<file path="src/rtl/mem_responder.sv">
// mem_responder: word-addressed data memory behind a valid/ready
// load/store port, with configurable wait states before each access.
module mem_responder #(
  parameter int ADDR_W      = 6,
  parameter int WAIT_CYCLES = 2
) (
  input  logic        clk,
  input  logic        reset,
  input  logic        req_valid,
  input  logic        req_write,
  input  logic [31:0] req_addr,
  input  logic [31:0] req_wdata,
  output logic        req_ready,
  output logic        rsp_valid,
  input  logic        rsp_ready,
  output logic [31:0] rsp_rdata,
  output logic        rsp_err
);

  typedef enum logic [1:0] {
    S_IDLE,
    S_WAIT,
    S_ACCESS,
    S_RESP
  } state_t;

  localparam int DEPTH    = 1 << ADDR_W;
  localparam int CNT_INIT = (WAIT_CYCLES > 0) ? WAIT_CYCLES - 1 : 0;

  state_t            state;
  state_t            state_nxt;
  logic [3:0]        cnt;
  logic              wr_q;
  logic [31:0]       addr_q;
  logic [31:0]       wdata_q;
  logic [31:0]       mem [DEPTH];
  logic [ADDR_W-1:0] idx;
  logic              err;
  logic              accept;
  logic              mem_we;

  assign idx       = addr_q[ADDR_W+1:2];
  assign err       = (addr_q[1:0] != 2'b00) | (|addr_q[31:ADDR_W+2]);
  assign req_ready = (state == S_IDLE);
  assign rsp_valid = (state == S_RESP);
  assign accept    = req_valid & req_ready;
  assign mem_we    = (state == S_ACCESS) & wr_q & ~err;

  always_comb begin
    state_nxt = state;
    unique case (state)
      S_IDLE:
        if (req_valid)
          state_nxt = (WAIT_CYCLES > 0) ? S_WAIT : S_ACCESS;
      S_WAIT:
        if (cnt == 4'd0)
          state_nxt = S_ACCESS;
      S_ACCESS:
        state_nxt = S_RESP;
      S_RESP:
        if (rsp_ready)
          state_nxt = S_IDLE;
      default:
        state_nxt = S_IDLE;
    endcase
  end

  always_ff @(posedge clk or negedge reset) begin
    if (!reset) begin
      state     <= S_IDLE;
      cnt       <= 4'd0;
      wr_q      <= 1'b0;
      addr_q    <= 32'd0;
      wdata_q   <= 32'd0;
      rsp_rdata <= 32'd0;
      rsp_err   <= 1'b0;
    end else begin
      state <= state_nxt;
      if (accept) begin
        wr_q    <= req_write;
        addr_q  <= req_addr;
        wdata_q <= req_wdata;
        cnt     <= 4'(CNT_INIT);
      end else if (state == S_WAIT && cnt != 4'd0) begin
        cnt <= cnt - 4'd1;
      end
      // response is captured once and held through backpressure
      if (state == S_ACCESS) begin
        rsp_err   <= err;
        rsp_rdata <= (err | wr_q) ? 32'd0 : mem[idx];
      end
    end
  end

  // storage is deliberately left unreset
  always_ff @(posedge clk) begin
    if (mem_we)
      mem[idx] <= wdata_q;
  end

endmodule

</file>
<file path="config.mk">
export PLATFORM = sky130hd
export DESIGN_NAME = mem_responder
export DESIGN_NICKNAME = d
export VERILOG_FILES = /design/src/rtl/mem_responder.sv
export SDC_FILE = /design/constraint.sdc
export NUM_CORES = 2
export LEC_CHECK = 0
export ABC_CLOCK_PERIOD_IN_PS = 4500
export CAP_MARGIN = 10
export CELL_PAD_IN_SITES_DETAIL_PLACEMENT = 1
export CELL_PAD_IN_SITES_GLOBAL_PLACEMENT = 1
export CORE_ASPECT_RATIO = 1.2
export CORE_UTILIZATION = 55
export DETAILED_ROUTE_END_ITERATION = 8
export PLACE_DENSITY = 0.75
export SLEW_MARGIN = 20
export SYNTH_ARGS = -nofsm -noshare
export SYNTH_HDL_FRONTEND = slang
export SYNTH_SLANG_ARGS = --single-unit
</file>
<file path="constraint.sdc">
create_clock -name clk -period 4.5 [get_ports clk]
set_input_delay 0.45 -clock clk [delete_from_list [all_inputs] [get_ports clk]]
set_output_delay 0.45 -clock clk [all_outputs]
set_load 0.01 [all_outputs]
</file>
* Yosys cells after proc, flatten, opt, wreduce, memory -nomap -nowiden
Memories as Yosys holds them, arrays and structs flattened.
Cells that the tools add are included.
** Storage, ports and cells
- Register bits :: 104
- Bits in writable memories :: 2048
- Output and inout bits :: 35
- Logic and storage cells :: 38
- Memories :: 1
** Memories
- mem :: depth 64, width 32, rd ports 1, clocked after Yosys merged registers in 0, wr ports 1, RTL line 36 : logic [31:0] mem [DEPTH];
** Operators by class
- $add $sub $neg :: 1
- Eq/ne operators :: 6
- Mux-type cells :: 9
- Bitwise logic cells :: 6
- Reduce and logical (&&, ||, !) cells :: 8
** Operators by type and width (count)
- $mux W32 :: 1
- $reduce_or A24 Y1 :: 1
- $mux W4 :: 2
- $pmux W2 S4 :: 1
- $mux W2 :: 3
- $eq A2 B2 Y1 const B :: 2
- $logic_not A4 Y1 :: 1
- $ne A2 B2 Y1 const B :: 2
- $reduce_bool A2 Y1 :: 2
- $reduce_bool A4 Y1 :: 1
- $sub A4 B1 Y4 const B :: 1
- $and A1 B1 Y1 :: 3
- $reduce_and A3 Y1 :: 1
- $eq A2 B1 Y1 const B :: 1
- $logic_not A2 Y1 :: 1
- $mux W1 :: 2
- $ne A2 B1 Y1 const B :: 1
- $or A1 B1 Y1 :: 2
- $logic_and A1 B1 Y1 :: 1
- $not A1 Y1 :: 1

* Longest topological paths before layout
- Depth after elaboration :: 6
- Mapped depth :: 11
- Gate-level depth less buffers :: 8

* Worst setup path after synthesis
OpenSTA, ideal clock, no wires.
- Path kind :: reg-to-reg
- Start :: register state[0]
- End :: memory mem[12][0] (enable)
- Arrival time :: 3.081 ns
- Required time :: 4.079 ns
- Setup slack :: 0.998 ns
- Cell stages (with the launch flop) :: 9
- Period minus slack after synthesis :: 3.502 ns
- Cell sequence :: dfrtp_1 > inv_1 > ha_1 > nor2b_1 > nand4_1 > nor3_1 > and2_1 > nand3_1 > nor2_1
** Between the ends
- Longest elaborated chain between the ends :: 5
** Ends and longest elaborated chain
- start, declared :: RTL line 30 : state_t state;
- start signal, assigned :: RTL line 78 : state <= state_nxt;
- $eq A2 B2 Y1 :: RTL line 47 : assign mem_we = (state == S_ACCESS) & wr_q & ~err;
- $and A1 B1 Y1 (2 in a row) :: RTL line 47
- $mux W1 :: RTL line 97 : if (mem_we)
- $mux W1 (not written as such) :: RTL line 98 : mem[idx] <= wdata_q;
- end, declared :: RTL line 36
Every way passes these cells.

* Worst setup path after layout
- Start :: register addr_q[3]
- End :: register rsp_rdata[30]
** Between the ends
- Longest elaborated chain between the ends :: 2
** Ends and longest elaborated chain
- start, declared :: RTL line 34 : logic [31:0] addr_q;
- start signal, assigned :: RTL line 81 : addr_q <= req_addr;
- $mem_v2 Z64 W32
- $mux W32 :: RTL line 90 : rsp_rdata <= (err | wr_q) ? 32'd0 : mem[idx];
- end signal, assigned :: RTL line 90
- end, declared :: RTL line 16 : output logic [31:0] rsp_rdata,
Every way passes these cells.
A chain may end at the register's enable or synchronous reset.

==> summary.txt <==
Logic synthesis
  • Syn Inst Count: between 4000 and 5000
  • Yosys reg bits: ~2200
  • Top cell type's share of synthesized area: between 70% and 80%
  • Most common cell in the synthesized netlist: edfxtp_1
  • Mux share of post-synthesis cell area: between 10% and 20%
  • Avg Inst Size Synth: between 15 and 20 sq um
  • Post-synth top cells: edfxtp_1 (2048), o22ai_1 (256), mux4_2 (239)
  • Synth Area in Adders: less than 1%
  • Xor-xnor portion of the synthesized cell area: less than 1%
  • Largest family of logic cells by synthesized area: multiplexers
  • Top_reg_cell synth: edfxtp_1
  • Dominant cell type by area after synthesis: edfxtp_1
  • Synth top area cells: edfxtp_1 (74%), mux4_2 (6.5%), dfrtp_1 (3.2%)
  • Register area share after synthesis: about 78%
  • Distinct cells, synth: 83
  • Synthesized net count: between 4000 and 5000
  • Post-Synth Simple-Gate Area: under 10%
  • Synth Area in Compound Gates: 6.86%
  • Post-synthesis cell area: ~0.083 sq mm
  • Asr flop ratio synth: approximately 4.8%
  • EDFF count, synth: between 2000 and 2500
  • Ys Warns: 0

Floorplan
  • FP Rows: ~160
  • Initial core utilization: 55.5%
  • Chip height: ~430 um
  • IO Pins: 104
  • Core ar.: 0.149 sq mm
  • Die Wd: ~360 um
  • Die footprint: 0.152 sq mm

Setup path
  • CP endpoint kind: flip-flop
  • Worst path slowest cell: dfrtp_4
  • CP arrival: approximately 4.8 ns
  • Critical path type: reg -> reg
  • CP peak stage delay: 0.90 ns
  • Crit start category: flip-flop
  • Cell chain of the critical path: buf_12 -> or2_2 -> buf_4 -> o22ai_1 -> a221oi_1 -> o211ai_1 -> nor4_1 -> o2bb2ai_1
  • Critical-path maximum fanout: 34
  • Critical Path RT: between 5 and 6 ns

Timing
  • Actual slew at the worst max-slew pin: around 1.3 ns
  • F_max: 0.242 GHz
  • Min Hold Slack: 0.183 ns
  • Post-route setup slack: 0.366 ns
  • Post-layout min period: just over 4 ns
  • Final Hold Viols: 0
  • Worst relative slew slack: 16.6%
  • Fin crit share: around nine tenths
  • Final clock skew: 0.0362 ns
  • Setup TNS: 0 ns
  • Slew Limit Fails: 0
  • RSZ-0062 raised after global routing: false
  • Setup violations, final: 0

Min path
  • Worst hold path class: in -> async

Placement
  • # port buffers: 103
  • # placed instances: ~6300
  • Placed cell areas: slightly below 0.09 sq mm
  • Dpl ws: between 0.5 and 0.6 ns
  • Hpwl dp: around 180000 um
  • RD Place Congestion: slightly above 0.9

Global routing
  • Largest net degree at the start of global routing: 75
  • Initial antenna violation count: 17
  • Vias in the first global route: about 50000
  • All-Layer GR Usage: about two fifths
  • Met2 usage: 59.5%
  • GRT Max-Usage Layer: met2
  • GRT met3 Usage: 12.0%
  • First-pass GRT wire length: 400000 um
  • Total grt overflow: 0
  • GR Layer Usage met1: 49.2%

Finish
  • Layout cells sized above 1: 23.8%
  • Fin cells: approximately 6700
  • Final nets: 4629
  • Finished Cell Area: around 0.094 sq mm
  • Area delta synth->final: 13.9%
  • Layout Utilization: approximately 63%

Route
  • Routed wire per std cell: 43.7 um
  • Via count: 49000
  • First DRT Iteration DRCs: 8539
  • Drt total wl: between 200000 and 300000 um
  • DR vias/cell: around 7.3
  • Detailed Routing Iterations Pass 1: 9
  • # DRC: 14
  • Post-route ant nets: 0

Pwr
  • Worst-case vdd ir drop: ~0.96 mV
  • Power Density: between 600 and 700 mW/mm^2
  • Total Power: approximately 64 mW
  • Leak: ~30 nW

Clock tree
  • Clk root buf: clkbuf_16
  • Worst skew pair latency: 0.86 ns
  • CTS max path bufs: 3
  • Post-CTS resize count: 0
  • CTS Hold Buffers Added: 1
  • H-Tree Level Count: 4
  • Clock slew at reported path FFs: 0.06 ns
  • CTS buffer count: 199
  • CTS tree: yes
  • Clock tree sinks: approximately 2200
  • Setup Fix Bufs, Post-CTS: 0

Status
  • Outcome: complete, but fails checks
  • Failing checks: design-rule violations

Run
  • MaxCap Viol Count: 0
## area by class of cell
cell class                      instances  area [sq um]
Inverter                               14          57.6
Multi-Input combinational cell       1795         17100
Antenna cell                            7          17.5
Sequential cell                      2152         64200
Timing Repair Buffer                  392          3850
Clock inverter                        117          1020
Clock buffer                          253          5390
Fill cell                           12400         54800
Tap cell                             1962          2450
## cells in the final DEF, fill, tap and decap left out, types with 40 or more instances in the layout
master           Yosys  layout
mux4_2             239     239
dfrtp_1            104      69
buf_4               51     236
o22ai_1            256     256
nor2_4               0      64
clkinv_2             0      42
nor2_1             185     119
clkdlybuf4s50_1      0     102
clkinv_1             0      46
buf_12               5      52
clkbuf_16            0     205
edfxtp_1          2048    2048
o21ai_0             94      94
a21oi_1            103     103
mux2i_1            139     139
mux2_2             175     175
nand2_1            118     114
clkbuf_1            61      40
o221ai_1           125     125
## path summary, 6_finish.rpt
path                                       startpoint                         to  slack (ns)  cells after the start
worst max-delay path            addr_q[3]$_DFFE_PN0P_  rsp_rdata[30]$_DFFE_PN0N_        0.37                      8
worst min-delay path                            reset     wdata_q[3]$_DFFE_PN0P_        0.18                      2
worst max register to register  addr_q[3]$_DFFE_PN0P_  rsp_rdata[30]$_DFFE_PN0N_        0.37                      8
worst min register to register    rsp_err$_DFFE_PN0N_        rsp_err$_DFFE_PN0N_        0.51                      2
max in group asynchronous                       reset    wdata_q[24]$_DFFE_PN0P_        3.15                      3
min in group clk                         req_addr[22]     addr_q[22]$_DFFE_PN0P_        0.20                      2
## cell families after synthesis
group,after synthesis
flip-flops,2152
buffers and inverters,283
AND/OR/NAND/NOR,415
XOR/XNOR,3
adder cells (fa/ha/maj),6
multiplexers,562
AO/OA/AOI/OAI,809
## sequential cells by signal, indices dropped and copies added (netlist names)
signal / count
cnt: 4
addr_q: 32
state: 2
mem: 2048
rsp_rdata: 32
rsp_err: 1
wr_q: 1
wdata_q: 32
## power breakdown
part	internal, mW	leakage, nW	switching, mW
combinational	6.16	7.18	14.1
sequential	25.2	19.7	1.71
clock	9.42	3.16	7.52
## routing by layer
metal	up-vias	routed length, um
met2	4444	135000
met3	1123	40100
met4	24	20400
met1	25200	97100
met5	-	167
li1	18200	-
## worst max-delay path, delay by kind of cell, from the launching register on
family          cells  cell delay, ns
flops               1            0.90
simple gates        2            1.25
compound gates      4            0.97
buf+inv             2            0.77
No activity file was read; power rests on OpenSTA's default activity.
